<file path="src/rtl/led_pkg.sv">
// Shared definitions for the LED boot-pattern loader.
//   ADDR_LED_LO / ADDR_LED_HI : default register addresses of led[7:0] / led[15:8]
//   LED_W / BUS_W             : LED image width and bus byte width
//   rom_entry_t               : one ROM write, {addr, data}
//   ROM_DEFAULT               : the boot program replayed after every reset
package led_pkg;

   localparam logic [7:0] ADDR_LED_LO = 8'h00;
   localparam logic [7:0] ADDR_LED_HI = 8'h01;
   localparam int         LED_W       = 16;
   localparam int         BUS_W       = 8;

   typedef struct packed {
      logic [7:0] addr;
      logic [7:0] data;
   } rom_entry_t;

   // Index k is the k-th write issued after reset.
   localparam rom_entry_t [3:0] ROM_DEFAULT = '{
      3: '{addr: ADDR_LED_HI, data: 8'hF0},
      2: '{addr: ADDR_LED_LO, data: 8'h0F},
      1: '{addr: ADDR_LED_HI, data: 8'h55},
      0: '{addr: ADDR_LED_LO, data: 8'hAA}
   };

endpackage

</file>
<file path="src/rtl/led_peripheral_regs.sv">
// Memory-mapped LED peripheral: two byte registers forming a 16-bit LED image.
//   clk, rst     : clock, synchronous active-high reset
//   wr_en        : write strobe
//   data_address : register address; ADDR_LED_LO -> led[7:0], ADDR_LED_HI -> led[15:8]
//   write_data   : byte written on a strobed edge
//   led          : current LED image; writes to other addresses are ignored
module led_peripheral_regs #(
   parameter logic [7:0] ADDR_LED_LO = led_pkg::ADDR_LED_LO,
   parameter logic [7:0] ADDR_LED_HI = led_pkg::ADDR_LED_HI
) (
   input  logic        clk,
   input  logic        rst,
   input  logic        wr_en,
   input  logic [7:0]  data_address,
   input  logic [7:0]  write_data,
   output logic [15:0] led
);

   // NOTE: state is updated with non-blocking assignments so every register
   // samples pre-edge values regardless of process ordering.
   always_ff @(posedge clk) begin
      if (rst) begin
         led <= '0;
      end else if (wr_en) begin
         if (data_address == ADDR_LED_LO) led[7:0]  <= write_data;
         if (data_address == ADDR_LED_HI) led[15:8] <= write_data;
      end
   end

endmodule

</file>
<file path="src/rtl/rom_for_led_peripheral.sv">
// Boot-time LED pattern loader: after reset, replays ROM writes one per cycle
// into an internal LED peripheral, then idles with the bus zeroed.
//   wr_en        : write strobe (high for DEPTH cycles after reset release)
//   data_address : address of the current write
//   write_data   : data of the current write
//   clk, rst     : clock, synchronous active-high reset
// Internal probes: wr_ptr (ROM index, saturates at DEPTH), led (LED image).
module rom_for_led_peripheral #(
   parameter int                             DEPTH       = 4,
   parameter logic [7:0]                     ADDR_LED_LO = led_pkg::ADDR_LED_LO,
   parameter logic [7:0]                     ADDR_LED_HI = led_pkg::ADDR_LED_HI,
   parameter led_pkg::rom_entry_t [DEPTH-1:0] ROM        = led_pkg::ROM_DEFAULT
) (
   output logic       wr_en,
   output logic [7:0] data_address,
   output logic [7:0] write_data,
   input  logic       clk,
   input  logic       rst
);

   import led_pkg::*;

   localparam int         IDX_W   = (DEPTH > 1) ? $clog2(DEPTH) : 1;
   localparam logic [2:0] DEPTH_P = 3'(DEPTH);

   logic [2:0]       wr_ptr;
   logic [LED_W-1:0] led;
   rom_entry_t       entry;

   // Only read while wr_ptr < DEPTH, so the truncated index is always in range.
   assign entry = ROM[wr_ptr[IDX_W-1:0]];

   // wr_ptr saturates at DEPTH: the program runs once per reset, never wraps.
   always_ff @(posedge clk) begin
      if (rst) begin
         wr_ptr       <= '0;
         wr_en        <= 1'b0;
         data_address <= '0;
         write_data   <= '0;
      end else if (wr_ptr < DEPTH_P) begin
         wr_ptr       <= wr_ptr + 3'd1;
         wr_en        <= 1'b1;
         data_address <= entry.addr;
         write_data   <= entry.data;
      end else begin
         wr_en        <= 1'b0;
         data_address <= '0;
         write_data   <= '0;
      end
   end

   // The peripheral samples the registered bus, so each LED update lands one
   // edge after its strobe appears on the outputs.
   led_peripheral_regs #(
      .ADDR_LED_LO (ADDR_LED_LO),
      .ADDR_LED_HI (ADDR_LED_HI)
   ) u_regs (
      .clk          (clk),
      .rst          (rst),
      .wr_en        (wr_en),
      .data_address (data_address),
      .write_data   (write_data),
      .led          (led)
   );

endmodule

</file>
<file path="config.mk">
export PLATFORM = sky130hd
export DESIGN_NAME = rom_for_led_peripheral
export DESIGN_NICKNAME = d
export VERILOG_FILES = /design/src/rtl/led_pkg.sv /design/src/rtl/led_peripheral_regs.sv /design/src/rtl/rom_for_led_peripheral.sv
export SDC_FILE = /design/constraint.sdc
export NUM_CORES = 1
export LEC_CHECK = 0
export ABC_AREA = 1
export CAP_MARGIN = 20
export CELL_PAD_IN_SITES_DETAIL_PLACEMENT = 1
export CELL_PAD_IN_SITES_GLOBAL_PLACEMENT = 1
export CORE_MARGIN = 4
export CORE_UTILIZATION = 25
export DETAILED_ROUTE_END_ITERATION = 12
export PLACE_DENSITY_LB_ADDON = 0.05
export SKIP_CTS_REPAIR_TIMING = 1
export SLEW_MARGIN = 10
export SYNTH_ARGS = -nofsm -noshare
export SYNTH_HDL_FRONTEND = slang
export SYNTH_SLANG_ARGS = --single-unit
</file>
<file path="constraint.sdc">
create_clock -name clk -period 1.2 [get_ports clk]
set_input_delay 0.12 -clock clk [delete_from_list [all_inputs] [get_ports clk]]
set_output_delay 0.12 -clock clk [all_outputs]
set_load 0.02 [all_outputs]
</file>
-- After elaboration in Yosys (flattened, before gate mapping)
Index checks and enable logic that the tools add are counted.
Widths: inputs -> output; s select.
- magnitude comparators: 2
- bitwise logic cells: 1
- multiplexer cells: 3
- multipliers: 0
- shift operators: 0
- equal/unequal tests: 0
- $add $sub $neg: 1
- reductions and logical operators: 1
- divide/modulo/power cells: 0
- operators by type and width (operator ; count):
    $bmux 16 s2 ; 1
    $mux 16 ; 1
    $add 3x1->3 const B ; 1
    $lt 2x3->1 const B ; 1
    $lt 3x3->1 const B ; 1
    $reduce_or 2->1 ; 1
    $mux 1 ; 1
    $not 1->1 ; 1
- bits in writable memories: 0
- register bits after elaboration: 20
- latch bits: 0
- memories: 0
- output and inout bits: 17
- input port bits: 2
- ROM bits: 0
- logic and storage cells: 12

-- Depth between registers and ports, before layout
- depth after elaboration: 3
- gate-level depth with buffers: 4
- gate-level depth less buffers: 4

-- Worst setup path before layout
No wires, ideal clock.
- path type: reg2reg
- start: reg wr_ptr[1]
- end: reg wr_ptr[1]
- path slack: 281 ps
- clock period less this slack: 919 ps
- data required time: 1086 ps
- buffers on the path: 0
- cell stages (with the launch flop): 5
- library setup time: 114 ps
- arrival: 805 ps
- path through: dfxtp_1 inv_1 ha_1 nand2_1 nand2_1
- longest elaborated chain between the ends: 1
- elaborated cells on any way between the ends: 2
- those cells by class: add/sub (1); order compare (1)
- ends and longest elaborated chain (item ; line ; RTL):
    from (decl) ; rom_for_led_peripheral.sv:26 ; logic [2:0] wr_ptr;
    from (signal assigned) ; rom_for_led_peripheral.sv:41 ; wr_ptr <= wr_ptr + 3'd1;
    $add 3x1->3 or $lt 3x3->1 (tied branches) ; rom_for_led_peripheral.sv:41, rom_for_led_peripheral.sv:40 ;
Parallel ways exist; a longest one is shown, timed or not.
A chain may end at the register's enable or synchronous reset.

-- Worst setup path in the final report
- start: reg wr_ptr[0]
- end: reg wr_ptr[1]
Same word-level chain as after synthesis.

==> impl_metrics.env <==
export IMPL_num_antenna_cells=0
export IMPL_clock_skew_ns=0.00186
export IMPL_slew_violations=0
export IMPL_netlist_cell_type_count=9
export IMPL_crit_start="wr_ptr[0]"
export IMPL_critical_path_class="register to register"
export IMPL_drt_wl_total_um=616
export IMPL_max_vdd_ir_drop_mv=0.504
export IMPL_core_area_um2=1350
export IMPL_p_total_mw=0.794
export IMPL_synth_top_area_share_pct=43.2
export IMPL_ys_ff_latch=8
export IMPL_cts_buffers=3
export IMPL_clkTransAtPathRegs_ns=0.05
export IMPL_drcViolationCount=0
export IMPL_avgViaCountPerCell=3.91
export IMPL_path_max_fanout=4
export IMPL_drv_cap=0
export IMPL_hp_class="primary input to register"
export IMPL_end_kind="register"
export IMPL_crit_end="wr_ptr[1]"
export IMPL_drtIter0Drc=4
export IMPL_post_route_util_pct=35.5
export IMPL_initial_core_util_pct=27.4
export IMPL_start_kind="register"
export IMPL_setup_tns_ns=0
export IMPL_synth_area_leader_cell="dfxtp_1"
export IMPL_required_ns=1.34
export IMPL_setup_viol=0
export IMPL_chipHeight_um=46.5
export IMPL_yosysSeqAreaShare_pct=43.2
export IMPL_dr_pass1_iters=2
export IMPL_cts_tree="yes"
export IMPL_synth_area_per_cell_um2=8.42
export IMPL_hold_violations=0
export IMPL_dp_slack_ns=0.145
export IMPL_die_width_um=46.5
export IMPL_register_area_um2=160
export IMPL_syn_inst=44
export IMPL_min_period_ns=0.989
export IMPL_grt_start_max_net_pins=5
export IMPL_clockRootBuffer="clkbuf_4"
export IMPL_wl_per_cell_um=9.19
export IMPL_finalCritPeriodShare_pct=82.5
export IMPL_p_per_area_nw_per_um2=1660
export IMPL_antenna_found_initial=0
export IMPL_power_leakage_nw=0.365
export IMPL_syn2layout_area_growth_pct=29.4
export IMPL_postRouteAntennaNets=0
export IMPL_reg2reg_slack_ns=0.21
export IMPL_dr_total_vias=262
export IMPL_portBuffers=11
export IMPL_rsz0062_at_grt="false"
export IMPL_fillers=163
export IMPL_critPathArrivalTime_ns=1.13
export IMPL_grt_usage_pct=6.11
export IMPL_grt_pass1_vias=202
export IMPL_dieArea_um2=2160
export IMPL_io_pins=19
export IMPL_grt_pass1_wl_um=821
export IMPL_grt_overflow=0
export IMPL_rows=13
export IMPL_synth_area_leaders="dfxtp_1, buf_4, ha_1"
export IMPL_fin_nets=59
export IMPL_multi_input_area_um2=120
export IMPL_dpl_hpwl_um=478
export IMPL_r2r_start="wr_ptr[0]"
export IMPL_synth_area_um2=370
export IMPL_yosys_warnings=0
export IMPL_reg2reg_depth=4
export IMPL_clk_path_buf_depth=2
export IMPL_rr_endpoint="wr_ptr[1]"
export IMPL_layout_setup_ws_ns=0.211
export IMPL_fmax_mhz=1010
export IMPL_clkSinkCount=8
export IMPL_cts_max_level=1
export IMPL_drive_gt1_share_pct=7.69
export IMPL_worstSkewPairLatency_ns=0.25
export IMPL_routabilityCongestion=0.645
export IMPL_status="finished clean"
==> sequential cells by signal, indices dropped and copies added (netlist names) <==
name and flops:
wr_en 1, wr_ptr 3, write_data 4
==> Yosys cell counts <==
cell type   n
buf_4      12
conb_1      1
dfxtp_1     8
ha_1        3
inv_1       6
nand2_1     4
nand3_1     1
nor2_1      8
nor2_2      1
==> worst max-delay path, cell delays in order, from the launching register on <==
cell     delay (ns)
dfxtp_1        0.37
inv_1          0.08
ha_1           0.30
nand2_1        0.09
nand2_1        0.05
==> power breakdown <==
group          switching (mW)  internal (mW)  leakage [nW]  total [mW]
combinational           0.150          0.108         0.285       0.258
sequential             0.0249          0.308        0.0665       0.332
clock                  0.0889          0.114        0.0138       0.203
==> cell usage in the layout, fill, tap and decap left out, drive strengths merged <==
| master | instances |
|---|---|
| nor2 | 9 |
| clkdlybuf4s50 | 1 |
| nand2 | 4 |
| nand3 | 1 |
| inv | 6 |
| conb | 7 |
| ha | 3 |
| clkbuf | 3 |
| dlymetal6s2s | 10 |
| dfxtp | 8 |
==> how the worst min path moves through the flow <==
stage                   start            end  slack [ns]  cells past startpoint
floorplan                 rst      wr_ptr[2]        0.19                      1
global placement    wr_ptr[0]  write_data[3]        0.50                      2
detailed placement  wr_ptr[2]          wr_en        0.51                      1
CTS                       rst      wr_ptr[2]        0.49                      2
global route              rst      wr_ptr[2]        0.50                      2
finish                    rst      wr_ptr[2]        0.50                      2
==> layout make-up <==
| type | instances | share of cell area (%) |
|---|---|---|
| inverters | 6 | 4.70 |
| well taps | 15 | 3.92 |
| multi-input cells | 24 | 25.1 |
| clock buffers | 3 | 4.70 |
| repair buffers | 11 | 28.2 |
| flip-flops and latches | 8 | 33.4 |
==> per-layer routing <==
metal  global-route usage, %  wire [µm]  share of wire (%)
met4                    6.82         19                3.1
met5                       0          0                  0
met1                    6.28        219                 36
met3                    3.91        121                 20
met2                    7.69        255                 41
==> per-stage QoR <==
stage	std cells	hold slack [ns]	area [µm²]
after floorplan	50	0.192	393
after global placement	64	0.497	432
after detailed placement	64	0.509	432
after CTS	67	0.487	454
after global routing	67	0.504	479
final	67	0.497	479
==> kinds of logic after synthesis <==
group / share of synthesized area [%]
adder cells (fa/ha/maj): 10.1
buffers and inverters: 30.4
flip-flops: 43.2
other: 1.01
AND/OR/NAND/NOR: 15.2
Power figures use the tool's default switching activity.
